`src/rtl/ddr3_burst_sched_if.sv`:
```
// Burst handshake between the DDR3 burst scheduler and the AXI burst master.
// master = scheduler side (issues req/addr/len), slave = AXI burst master side.
interface ddr3_burst_sched_if #(
  parameter int unsigned ADDR_W = 28,
  parameter int unsigned LEN_W  = 10
);
  logic              wd_req;
  logic [ADDR_W-1:0] wd_addr;
  logic [LEN_W-1:0]  wd_len;
  logic              wd_finish;
  logic              rd_req;
  logic [ADDR_W-1:0] rd_addr;
  logic [LEN_W-1:0]  rd_len;
  logic              rd_finish;

  modport master (
    output wd_req, wd_addr, wd_len,
    input  wd_finish,
    output rd_req, rd_addr, rd_len,
    input  rd_finish
  );

  modport slave (
    input  wd_req, wd_addr, wd_len,
    output wd_finish,
    input  rd_req, rd_addr, rd_len,
    output rd_finish
  );
endinterface

```
`src/rtl/ddr3_burst_sched.sv`:
```
// DDR3 write/read burst scheduler: FIFO-level arbitration, wrapping window addresses,
// read gating until a full write frame exists, and a per-burst done watchdog.
module ddr3_burst_sched #(
  parameter int unsigned ADDR_W      = 28,
  parameter int unsigned LEN_W       = 10,
  parameter int unsigned CNT_W       = 11,
  parameter int unsigned RFIFO_DEPTH = 1024,
  parameter int unsigned TIMEOUT     = 4096
) (
  input  logic              clk,
  input  logic              rst_n,
  input  logic              ddr3_init_done,
  input  logic [ADDR_W-1:0] addr_wd_min,
  input  logic [ADDR_W-1:0] addr_wd_max,
  input  logic [LEN_W-1:0]  wd_burst_len,
  input  logic [ADDR_W-1:0] addr_rd_min,
  input  logic [ADDR_W-1:0] addr_rd_max,
  input  logic [LEN_W-1:0]  rd_burst_len,
  input  logic [CNT_W-1:0]  wfifo_rcount,
  input  logic [CNT_W-1:0]  rfifo_wcount,
  ddr3_burst_sched_if.master bus,
  output logic              frame_valid,
  output logic              wr_wrap,
  output logic              rd_wrap,
  output logic              busy,
  output logic              timeout_err
);

  localparam int unsigned SumW  = CNT_W + 1;
  localparam int unsigned AsumW = ADDR_W + 1;
  localparam int unsigned WdogW = $clog2(TIMEOUT + 1);

  typedef enum logic [2:0] {StIdle, StWrReq, StWrWait, StRdReq, StRdWait} state_e;

  state_e            state_q;
  logic              last_wr_q;
  logic [ADDR_W-1:0] wr_ptr_q, rd_ptr_q;
  logic [WdogW-1:0]  wdog_q;
  logic              wd_req_q, rd_req_q;
  logic [ADDR_W-1:0] wd_addr_q, rd_addr_q;
  logic [LEN_W-1:0]  wd_len_q, rd_len_q;

  logic             wd_elig, rd_elig, wdog_hit;
  logic [SumW-1:0]  rd_fill_sum;
  logic [AsumW-1:0] wd_next, rd_next;

  always_comb begin
    rd_fill_sum = SumW'(rfifo_wcount) + SumW'(rd_burst_len);
    wd_elig     = (wd_burst_len != '0) && (SumW'(wfifo_rcount) >= SumW'(wd_burst_len));
    rd_elig     = frame_valid && (rd_burst_len != '0) && (rd_fill_sum <= SumW'(RFIFO_DEPTH));
    wd_next     = AsumW'(wd_addr_q) + AsumW'(wd_len_q);
    rd_next     = AsumW'(rd_addr_q) + AsumW'(rd_len_q);
    wdog_hit    = (wdog_q == WdogW'(TIMEOUT - 1));
  end

  always_ff @(posedge clk or negedge rst_n) begin
    if (!rst_n) begin
      state_q     <= StIdle;
      last_wr_q   <= 1'b0;
      wr_ptr_q    <= '0;
      rd_ptr_q    <= '0;
      wdog_q      <= '0;
      wd_req_q    <= 1'b0;
      rd_req_q    <= 1'b0;
      wd_addr_q   <= '0;
      rd_addr_q   <= '0;
      wd_len_q    <= '0;
      rd_len_q    <= '0;
      frame_valid <= 1'b0;
      wr_wrap     <= 1'b0;
      rd_wrap     <= 1'b0;
      timeout_err <= 1'b0;
    end else begin
      wr_wrap <= 1'b0;
      rd_wrap <= 1'b0;
      if (!ddr3_init_done) begin
        // Master is held in reset alongside us; restart the frame from the window starts.
        state_q     <= StIdle;
        wd_req_q    <= 1'b0;
        rd_req_q    <= 1'b0;
        wr_ptr_q    <= addr_wd_min;
        rd_ptr_q    <= addr_rd_min;
        frame_valid <= 1'b0;
      end else begin
        unique case (state_q)
          StIdle: begin
            // Write wins unless read is also eligible and write had the last grant.
            if (wd_elig && (!rd_elig || !last_wr_q)) begin
              state_q   <= StWrReq;
              wd_req_q  <= 1'b1;
              wd_addr_q <= wr_ptr_q;
              wd_len_q  <= wd_burst_len;
              last_wr_q <= 1'b1;
            end else if (rd_elig) begin
              state_q   <= StRdReq;
              rd_req_q  <= 1'b1;
              rd_addr_q <= rd_ptr_q;
              rd_len_q  <= rd_burst_len;
              last_wr_q <= 1'b0;
            end
          end
          StWrReq: begin
            wd_req_q <= 1'b0;
            wdog_q   <= '0;
            state_q  <= StWrWait;
          end
          StWrWait: begin
            if (bus.wd_finish) begin
              if (wd_next >= AsumW'(addr_wd_max)) begin
                wr_ptr_q    <= addr_wd_min;
                wr_wrap     <= 1'b1;
                frame_valid <= 1'b1;
              end else begin
                wr_ptr_q <= wd_next[ADDR_W-1:0];
              end
              state_q <= StIdle;
            end else if (wdog_hit) begin
              timeout_err <= 1'b1;
              state_q     <= StIdle;
            end else begin
              wdog_q <= wdog_q + WdogW'(1);
            end
          end
          StRdReq: begin
            rd_req_q <= 1'b0;
            wdog_q   <= '0;
            state_q  <= StRdWait;
          end
          StRdWait: begin
            if (bus.rd_finish) begin
              if (rd_next >= AsumW'(addr_rd_max)) begin
                rd_ptr_q <= addr_rd_min;
                rd_wrap  <= 1'b1;
              end else begin
                rd_ptr_q <= rd_next[ADDR_W-1:0];
              end
              state_q <= StIdle;
            end else if (wdog_hit) begin
              timeout_err <= 1'b1;
              state_q     <= StIdle;
            end else begin
              wdog_q <= wdog_q + WdogW'(1);
            end
          end
          default: state_q <= StIdle;
        endcase
      end
    end
  end

  assign bus.wd_req  = wd_req_q;
  assign bus.wd_addr = wd_addr_q;
  assign bus.wd_len  = wd_len_q;
  assign bus.rd_req  = rd_req_q;
  assign bus.rd_addr = rd_addr_q;
  assign bus.rd_len  = rd_len_q;
  assign busy        = (state_q != StIdle);

endmodule
```
`src/flat_wrapper.sv`:
```
// flat-port wrapper written by rule: the top's interface ports become plain ports
module ddr3_burst_sched_flat 
#(
  parameter int unsigned ADDR_W      = 28,
  parameter int unsigned LEN_W       = 10,
  parameter int unsigned CNT_W       = 11,
  parameter int unsigned RFIFO_DEPTH = 1024,
  parameter int unsigned TIMEOUT     = 4096
)
  (clk, rst_n, ddr3_init_done, addr_wd_min, addr_wd_max, wd_burst_len, addr_rd_min, addr_rd_max, rd_burst_len, wfifo_rcount, rfifo_wcount, frame_valid, wr_wrap, rd_wrap, busy, timeout_err, bus_wd_req, bus_wd_addr, bus_wd_len, bus_wd_finish, bus_rd_req, bus_rd_addr, bus_rd_len, bus_rd_finish);
  ddr3_burst_sched_if #(.ADDR_W(ADDR_W), .LEN_W(LEN_W)) bus_i ();
  input  logic clk;
  input  logic rst_n;
  input  logic ddr3_init_done;
  input  logic [ADDR_W-1:0] addr_wd_min;
  input  logic [ADDR_W-1:0] addr_wd_max;
  input  logic [LEN_W-1:0] wd_burst_len;
  input  logic [ADDR_W-1:0] addr_rd_min;
  input  logic [ADDR_W-1:0] addr_rd_max;
  input  logic [LEN_W-1:0] rd_burst_len;
  input  logic [CNT_W-1:0] wfifo_rcount;
  input  logic [CNT_W-1:0] rfifo_wcount;
  output logic frame_valid;
  output logic wr_wrap;
  output logic rd_wrap;
  output logic busy;
  output logic timeout_err;
  output wire logic [$bits(bus_i.wd_req)-1:0] bus_wd_req;
  output wire logic [$bits(bus_i.wd_addr)-1:0] bus_wd_addr;
  output wire logic [$bits(bus_i.wd_len)-1:0] bus_wd_len;
  input wire logic [$bits(bus_i.wd_finish)-1:0] bus_wd_finish;
  output wire logic [$bits(bus_i.rd_req)-1:0] bus_rd_req;
  output wire logic [$bits(bus_i.rd_addr)-1:0] bus_rd_addr;
  output wire logic [$bits(bus_i.rd_len)-1:0] bus_rd_len;
  input wire logic [$bits(bus_i.rd_finish)-1:0] bus_rd_finish;
  assign bus_wd_req = bus_i.wd_req;
  assign bus_wd_addr = bus_i.wd_addr;
  assign bus_wd_len = bus_i.wd_len;
  assign bus_i.wd_finish = bus_wd_finish;
  assign bus_rd_req = bus_i.rd_req;
  assign bus_rd_addr = bus_i.rd_addr;
  assign bus_rd_len = bus_i.rd_len;
  assign bus_i.rd_finish = bus_rd_finish;
  ddr3_burst_sched #(.ADDR_W(ADDR_W), .LEN_W(LEN_W), .CNT_W(CNT_W), .RFIFO_DEPTH(RFIFO_DEPTH), .TIMEOUT(TIMEOUT)) u_core (.clk(clk), .rst_n(rst_n), .ddr3_init_done(ddr3_init_done), .addr_wd_min(addr_wd_min), .addr_wd_max(addr_wd_max), .wd_burst_len(wd_burst_len), .addr_rd_min(addr_rd_min), .addr_rd_max(addr_rd_max), .rd_burst_len(rd_burst_len), .wfifo_rcount(wfifo_rcount), .rfifo_wcount(rfifo_wcount), .bus(bus_i), .frame_valid(frame_valid), .wr_wrap(wr_wrap), .rd_wrap(rd_wrap), .busy(busy), .timeout_err(timeout_err));
endmodule
```
`config.mk`:
```
export PLATFORM = sky130hd
export DESIGN_NAME = ddr3_burst_sched_flat
export DESIGN_NICKNAME = d
export VERILOG_FILES = /design/src/rtl/ddr3_burst_sched_if.sv /design/src/rtl/ddr3_burst_sched.sv /design/src/flat_wrapper.sv
export SDC_FILE = /design/constraint.sdc
export NUM_CORES = 1
export LEC_CHECK = 0
export CORE_UTILIZATION = 55
export CTS_CLUSTER_SIZE = 8
export DETAILED_ROUTE_END_ITERATION = 7
export PLACE_DENSITY = 0.83
export SETUP_SLACK_MARGIN = 0.02
export SLEW_MARGIN = 30
export SYNTH_ARGS = -nofsm -noshare
export SYNTH_HDL_FRONTEND = slang
export SYNTH_SLANG_ARGS = --single-unit
```
`constraint.sdc`:
```
create_clock -name clk -period 12.6 [get_ports clk]
set_clock_uncertainty 0.05 [all_clocks]
set_input_delay 1.26 -clock clk [delete_from_list [all_inputs] [get_ports clk]]
set_output_delay 1.26 -clock clk [all_outputs]
set_load 0.02 [all_outputs]
```
Word-level counts from Yosys, hierarchy flattened
Index checks and enable logic that the tools add are counted.
{ "totals": {"ff_bits": 155} }
{ "op_classes": {"add_sub_neg": 4, "order_cmp": 4, "eq_ne": 18, "mux": 44, "n_bitwise": 1, "reduce_logical": 25} }
{ "ops": {"columns": ["operator", "count"], "rows": [
  ["two-way mux 28 bit", 8],
  ["adder 28 x 10 -> 29 bit", 2],
  ["greater-or-equal comparator 29 x 28 -> 1 bit", 2],
  ["two-way mux 13 bit", 3],
  ["case mux 13 bit (3 select lines)", 1],
  ["two-way mux 1 bit", 22],
  ["nonzero test 10 bit", 2],
  ["two-way mux 3 bit", 6],
  ["case mux 3 bit (5 select lines)", 1],
  ["adder 13 x 1 -> 13 bit, second input constant", 1],
  ["equality test 13 x 12 -> 1 bit, second input constant", 1],
  ["adder 11 x 10 -> 12 bit", 1],
  ["<= comparator 12 x 11 -> 1 bit, second input constant", 1],
  ["AND reduction 3 bit", 4],
  ["AND reduction 4 bit", 3],
  ["greater-or-equal comparator 11 x 10 -> 1 bit", 1],
  ["!= test 2 x 1 -> 1 bit, second input constant", 5],
  ["equality test 3 x 2 -> 1 bit, second input constant", 2],
  ["!= test 3 x 1 -> 1 bit, second input constant", 2],
  ["!= test 3 x 2 -> 1 bit, second input constant", 2],
  ["case mux 1 bit (2 select lines)", 3],
  ["AND reduction 2 bit", 3],
  ["nonzero test 3 bit", 2],
  ["logical AND 1 bit", 4],
  ["other kinds (11)", 14]
]} }

Logic depth before layout (Yosys ltp)
Gate-level depths: netlist (run 1).
{ "logic_depth": {"word_depth": 9, "mapped_depth": 19, "mapped_depth_nobuf": 17} }

Worst setup path after synthesis (run 1)
No wires, ideal clock.
{ "synth_path": {"path_kind": "register to register", "from": "reg u_core.wd_len_q[0] (netlist: u_core.bus.wd_len[0])", "to": "reg u_core.wr_ptr_q[12]", "setup_time_ps": 146, "arrival_time_ps": 4547, "required_time_ps": 12404, "slack_ps": 7857, "path_stages_with_launch": 20, "path_cell_list": "dfrtp_1 > ha_1 > fa_1 > a21o_1 > a221oi_1 > a21oi_1 > a21o_1 > nand4_1 > xor2_1 > inv_1 > ha_1 > nand3_1 > nor3_1 > o21ai_0 > a221o_1 > a21oi_1 > or3_1 > clkbuf_1 > buf_1 > o221ai_1"} }
{ "synth_via": {"elab_chain_len": 6} }
{ "synth_lines": {"columns": ["item", "line_no", "source"], "rows": [
  ["start: declaration", "ddr3_burst_sched.sv:41", "logic [LEN_W-1:0] wd_len_q, rd_len_q;"],
  ["start signal: assignment", "ddr3_burst_sched.sv:92", "wd_len_q <= wd_burst_len;"],
  ["adder 28 x 10 -> 29 bit (*)", "ddr3_burst_sched.sv:51", "wd_next = AsumW'(wd_addr_q) + AsumW'(wd_len_q);"],
  ["greater-or-equal comparator 29 x 28 -> 1 bit", "ddr3_burst_sched.sv:109", "if (wd_next >= AsumW'(addr_wd_max)) begin"],
  ["two-way mux 28 bit (*)", "ddr3_burst_sched.sv:109", null],
  ["two-way mux 28 bit (*)", "ddr3_burst_sched.sv:108", "if (bus.wd_finish) begin"],
  ["two-way mux 28 bit (*)", "ddr3_burst_sched.sv:85", "unique case (state_q)"],
  ["two-way mux 28 bit (*)", "ddr3_burst_sched.sv:76", "if (!ddr3_init_done) begin"],
  ["end signal: assignment", "ddr3_burst_sched.sv:81", "wr_ptr_q <= addr_wd_min;"],
  ["end signal: assignment", "ddr3_burst_sched.sv:110", "wr_ptr_q <= addr_wd_min;"],
  ["end signal: assignment", "ddr3_burst_sched.sv:114", "wr_ptr_q <= wd_next[ADDR_W-1:0];"],
  ["end: declaration", "ddr3_burst_sched.sv:37", "logic [ADDR_W-1:0] wr_ptr_q, rd_ptr_q;"]
]} }
Mark *: on every way between the ends. The rest lies on a longest branch, timed or not. The select of a mux whose other input is x is not followed.
A chain may end at the register's enable or synchronous reset.

Worst setup path in the final report (run 1)
{ "layout_path": {"from": "reg u_core.wd_len_q[0] (netlist: u_core.bus.wd_len[0])", "to": "reg u_core.wr_ptr_q[21]"} }
The elaborated chain is that of the path after synthesis.

==> impl_metrics.ini, run 1 <==
[sta]
finalSetupViolCount = 0
slew_headroom = 0.351
hold_violations = 0
tns_ps = 0
worst_slew_pin_slew_ps = 974
finalCritPeriodShare = 0.432
grt_setup_unrepaired = false
period_needed_ps = 5440
drv_slew = 0
fmax_mhz = 184

[cts]
clk_latency_ps = 430
clk_pin_slew_ps = 60
clock_sinks = 155
cts_buffers = 17
cts_tree = built
cts_setup_buffers = 0
clockBufferDepth = 2
cts-root-buf = clkbuf_16
cts_hold_buf = 0
cts_resized = 0
htreeDepth = 4

[global_routing]
grt_overflow = 0
grt_max_degree = 105
grt_pass1_vias = 9678
antenna_found_initial = 0
track_usage = 0.312
grt_pass1_wl_mm = 49.0

[drt]
num_vias = 9942
drt-total-wl_mm = 30.5
wl_per_cell_um = 18.3
viasPerCell = 5.99
ant_nets = 0
drc = 0
drtIter0Drc = 751
first_pass_iters = 7

[synth]
synth_top_family_by_area = compound AO/OA/AOI/OAI gates
synth_compound_area_frac = 0.170
synthAdderAreaFrac = 0.119
synth_edf_count = 0
yosysTopAreaCellShare = 0.364
ys_warn_count = 0
syn_nets = 1415
synthCells = 1156
ys_seq_elements = 155
synth_area_leader_cell = dfrtp_1
synthSimpleGateAreaFrac = 0.158
synth_area_leaders = dfrtp_1 36%, ha_1 11%, mux2_2 4.8%, inv_1 4.4%, nand2_1 3.7%
ys.flop_type = dfrtp_1
synth_mux_area_frac = 0.0821
synth_seq_area_share = 0.364
synth.distinct_cells = 70
synth.avg_cell_area_sq_um = 9.23
synth_xor_xnor_area_share = 0.0443
synth_area_sq_mm = 0.0107
async_flop_share = 1.00

[flow_run]
cap_viol_max_count = 0

[hold_path]
hold_path.class = reg -> reg

[critical_path]
cp.required_ps = 12810
worstPathCellList = ha_1 -> fa_1 -> a21o_1 -> a221oi_1 -> a21oi_1 -> a21o_1 -> nand4_1 -> xor2_1 -> inv_1 -> ha_1 -> nand3_1 -> nor3_1 -> o21ai_0 -> a221o_1 -> a21oi_1 -> buf_4 -> or3_1 -> o221ai_1
cp-start-kind = flop
worst-path-max-fanout = 18
max_stage_delay_ps = 660
arrival_ps = 5650
worstSetupPathType = reg -> reg
end_kind = flop
slowest_stage = or3_1

[pwr]
power_mw = 2.57
powerDensity_mw_per_mm2 = 185
peakVddDrop_uv = 158
p_leak_nw = 6.31

[floorplan]
initial_core_util = 0.566
rows = 50
die_area_sq_mm = 0.0200
core_sq_mm = 0.0188
ios = 242
die-height_um = 141
die_width_um = 141

[placement]
gp_congestion = 0.968
numPortBuffers = 241
postPlaceCellArea_sq_mm = 0.0133
dp.final_hpwl_mm = 22.8

[final_layout]
fillCellCount = 1384
drive_gt1_frac = 0.0771
stdcell_area_sq_mm = 0.0139
n_antenna_cell = 0
mostFrequentLayoutCell = clkdlybuf4s50_1
syn2layout_area_growth_pct = 30.4
nets = 1646
final_cell_mix = 240 x clkdlybuf4s50_1, 155 x dfrtp_1, 125 x inv_1
post-route-util = 0.739

[run_status]
status = complete, no violations
==> logic make-up after synthesis <==
logic type / Yosys count
buffers and inverters: 167
multiplexers: 78
flip-flops: 155
AO/OA/AOI/OAI: 262
XOR/XNOR: 54
AND/OR/NAND/NOR: 340
adder cells (fa/ha/maj): 100
==> metrics by stage <==
stage / hold WS, ps / instances / worst slack, ps
after floorplan: 393 / 1156 / 7860
after global placement: 406 / 1628 / 7410
after detailed placement: 414 / 1628 / 7280
after CTS: 427 / 1660 / 7180
after global routing: 452 / 1660 / 6880
final: 429 / 1660 / 7160
==> path summary, 6_finish.rpt <==
kind / cells past startpoint / slack [ps] / endpoint / start
setup / recovery: 18 / 7160 / u_core.wr_ptr_q[21] / u_core.bus.wd_len[0]
hold / removal: 2 / 430 / u_core.rd_ptr_q[13] / u_core.rd_ptr_q[13]
setup reg to reg: 18 / 7160 / u_core.wr_ptr_q[21] / u_core.bus.wd_len[0]
hold reg to reg: 2 / 430 / u_core.rd_ptr_q[13] / u_core.rd_ptr_q[13]
max in group asynchronous: 2 / 10460 / u_core.wr_ptr_q[11] / rst_n
min in group asynchronous: 1 / 860 / u_core.rd_ptr_q[16] / rst_n
==> cell type report <==
class,instances,area (sq um),area share
inverter,126,473,0.0340
tap,260,325,0.0234
timing repair buffer,253,2510,0.180
clock inverter,13,118,0.00846
sequential,155,3880,0.279
clock buffer,19,443,0.0318
multi-input combinational,834,6170,0.443
==> worst max-delay path: cells and delay by family, from the launching register on <==
kind,cells,cell delay (ps)
buffers and inverters,2,300
AND/OR/NAND/NOR,4,1270
flip-flops,1,420
XOR/XNOR,1,200
adder cells (fa/ha/maj),3,970
AO/OA/AOI/OAI,8,2070
==> power breakdown <==
group / switching, mW / total (mW) / internal (mW) / leakage [nW]
Sequential: 0.152 / 0.794 / 0.642 / 1.98
Combinational: 0.687 / 1.28 / 0.590 / 4.06
Clock: 0.219 / 0.497 / 0.278 / 0.263
==> sequential cells by signal, indices dropped and copies added, names as in the netlist <==
| register | flops |
|---|---|
| u_core.rd_wrap | 1 |
| u_core.last_wr_q | 1 |
| u_core.bus.rd_len | 10 |
| u_core.wdog_q | 13 |
| u_core.bus.wd_addr | 28 |
| u_core.rd_ptr_q | 28 |
| u_core.frame_valid | 1 |
| u_core.bus.wd_len | 10 |
| u_core.bus.rd_req | 1 |
| u_core.bus.rd_addr | 28 |
| u_core.wr_ptr_q | 28 |
| u_core.timeout_err | 1 |
| u_core.bus.wd_req | 1 |
| u_core.state_q | 3 |
| u_core.wr_wrap | 1 |
==> cells in the mapped netlist (5+ instances only) <==
cell type	instances
nand3_1	35
o211ai_1	30
inv_1	125
or3_1	16
and3_1	11
xnor2_1	28
dfrtp_1	155
a31oi_1	12
nand2b_1	5
nand2_1	106
nor3_1	37
nand4_1	38
a21oi_1	59
ha_1	97
clkbuf_1	32
mux2_2	45
o311ai_0	6
a221o_1	5
nor4_1	9
a311oi_1	5
mux2_1	31
o21ai_0	36
a21o_1	10
o221ai_1	17
o21a_1	9
a211oi_1	7
o31ai_1	21
xor2_1	26
nor2_1	54
and4_1	5
==> metal layers <==
layer,wire length [um],track usage
met5,0,0
met3,2430,0.0547
met1,13000,0.413
met4,728,0.101
met2,14300,0.519
Note: power is estimated with default switching activity, not from simulation.
==> inputs of run 2 (changes only) <==
Settings changed: CORE_UTILIZATION 55 to 52, PLACE_DENSITY 0.83 to 0.79.
Clock period 12.6 ns to 5.2 ns, I/O delays scaled along.
==> impl_metrics.ini, run 2 (same netlist as run 1, synthesis figures left out) <==
[critical_path]
rrSetupSlack_ps = 310
cp-start-kind = flop
cp.required_ps = 5480
worst-path-max-fanout = 16
end_kind = flop
arrival_ps = 5170
worstSetupPathType = reg -> reg

[drt]
met2_length_mm = 14.7
ant_nets = 0
drtIter0Drc = 775
first_pass_iters = 6
wl_per_cell_um = 18.6
num_vias = 9944
drc = 0
viasPerCell = 5.93
wl_met3_mm = 2.19
drt-total-wl_mm = 31.1
m1WireLength_mm = 13.5
topRoutingLayerUsed = met4

[final_layout]
drive_gt1_frac = 0.0817
syn2layout_area_growth_pct = 31.9
post-route-util = 0.697
final_cell_mix = 240 x clkdlybuf4s50_1, 155 x dfrtp_1, 125 x inv_1
seq_area_sq_mm = 0.00388
fillCellCount = 1604
nets = 1653
multiInputGateArea_sq_mm = 0.00620
mostFrequentLayoutCell = clkdlybuf4s50_1

[cts]
cts_buffers = 17
cts_tree = built
clk_latency_ps = 430
clk_pin_slew_ps = 60
cts-root-buf = clkbuf_16
htreeDepth = 4
clockBufferDepth = 2
clock_sinks = 155
cts_setup_buffers = 0

[global_routing]
antenna_found_initial = 1
grt_pass1_vias = 9893
track_usage = 0.300
grt_pass1_wl_mm = 50.6
grt_overflow = 0
grt_max_degree = 67

[pwr]
p_leak_nw = 6.37
peakVddDrop_uv = 461
powerDensity_mw_per_mm2 = 448

[placement]
dpl_worst_slack_ps = 249
gp_congestion = 0.966
dp.final_hpwl_mm = 23.4
numPortBuffers = 241

[floorplan]
die-height_um = 145
die_area_sq_mm = 0.0211
initial_core_util = 0.529
ios = 242
core_sq_mm = 0.0202
rows = 52
die_width_um = 145

[sta]
finalCritPeriodShare = 0.940
hold_violations = 0
tns_ps = 0
period_needed_ps = 4890
layout_setup_ws_ps = 310
slew_headroom = 0.430
drv_slew = 0
fmax_mhz = 204
grt_setup_unrepaired = false
finalSetupViolCount = 0
worst_slew_pin_slew_ps = 855

[run_status]
status = complete, no violations

[hold_path]
hold_path.class = reg -> reg

[flow_run]
cap_viol_max_count = 0
## run 2: changes by cell type in the layout (fill, tap and decap cells not counted), moves of 2 or more
cell,delta
inv_6,-3
buf_4,+2
clkinv_4,+7
clkinvlp_4,-4
buf_12,+2
## run 2: final timing paths
| kind | from | to | cells after the start |
|---|---|---|---|
| max in group asynchronous | rst_n | u_core.bus.wd_len[0] | 3 |
| hold / removal | u_core.timeout_err | u_core.timeout_err | 1 |
| min in group asynchronous | rst_n | u_core.bus.rd_addr[17] | 2 |
| setup reg to reg | u_core.bus.rd_len[0] | u_core.rd_ptr_q[0] | 17 |
| setup / recovery | u_core.bus.rd_len[0] | u_core.rd_ptr_q[0] | 17 |
| hold reg to reg | u_core.timeout_err | u_core.timeout_err | 1 |
## run 2: timing repair
| action | CTS | global route |
|---|---|---|
| endpoints found under the setup margin | 0 | 28 |
| hold endpoints to repair | 37 | 0 |
| resized for setup | 0 | 4 |
| hold buffers | 1 | 0 |
## run 2: critical path: stages (launching register included)
cell	delay, ps
dfrtp_1	400
ha_1	250
fa_1	450
a211oi_1	350
or3_1	220
a21oi_4	120
nor2_1	510
o32a_1	300
ha_1	160
nand4_1	140
nor4_1	510
a221oi_1	170
a31o_2	270
o211ai_1	90
buf_4	240
nor2_1	70
buf_4	230
o211ai_1	250
## run 2: power by group
part	switching, mW	leakage, nW	internal, mW	total [mW]
sequential	0.366	1.98	1.56	1.92
clock	0.533	0.275	0.676	1.21
combinational	1.72	4.12	1.46	3.17
total	2.61	6.37	3.69	6.31
## run 2: area by class of cell
type | instances | area share
multi-input cells | 834 | 0.441
flip-flops and latches | 155 | 0.276
repair buffers | 260 | 0.186
inverters | 126 | 0.0336
clock buffers | 20 | 0.0318
well taps | 270 | 0.0240
clock inverters | 12 | 0.00836
diodes | 1 | 0.000178
## run 2: routing by layer
| metal | up-vias | GRT usage |
|---|---|---|
| met3 | 61 | 0.0522 |
| li1 | 4706 | - |
| met4 | 0 | 0.0953 |
| met5 | - | 0 |
| met2 | 416 | 0.497 |
| met1 | 4761 | 0.398 |
## run 2: stage by stage
stage | power, mW | area [sq um] | std cells | hold slack, ps
2_1_floorplan | 3.81 | 10700 | 1156 | 174
3_3_place_gp | 4.94 | 13400 | 1642 | 396
3_5_place_dp | 5.02 | 13500 | 1644 | 403
4_1_cts | 6.27 | 14000 | 1677 | 421
5_1_grt | 6.68 | 14100 | 1678 | 453
6_report | 6.31 | 14100 | 1678 | 416
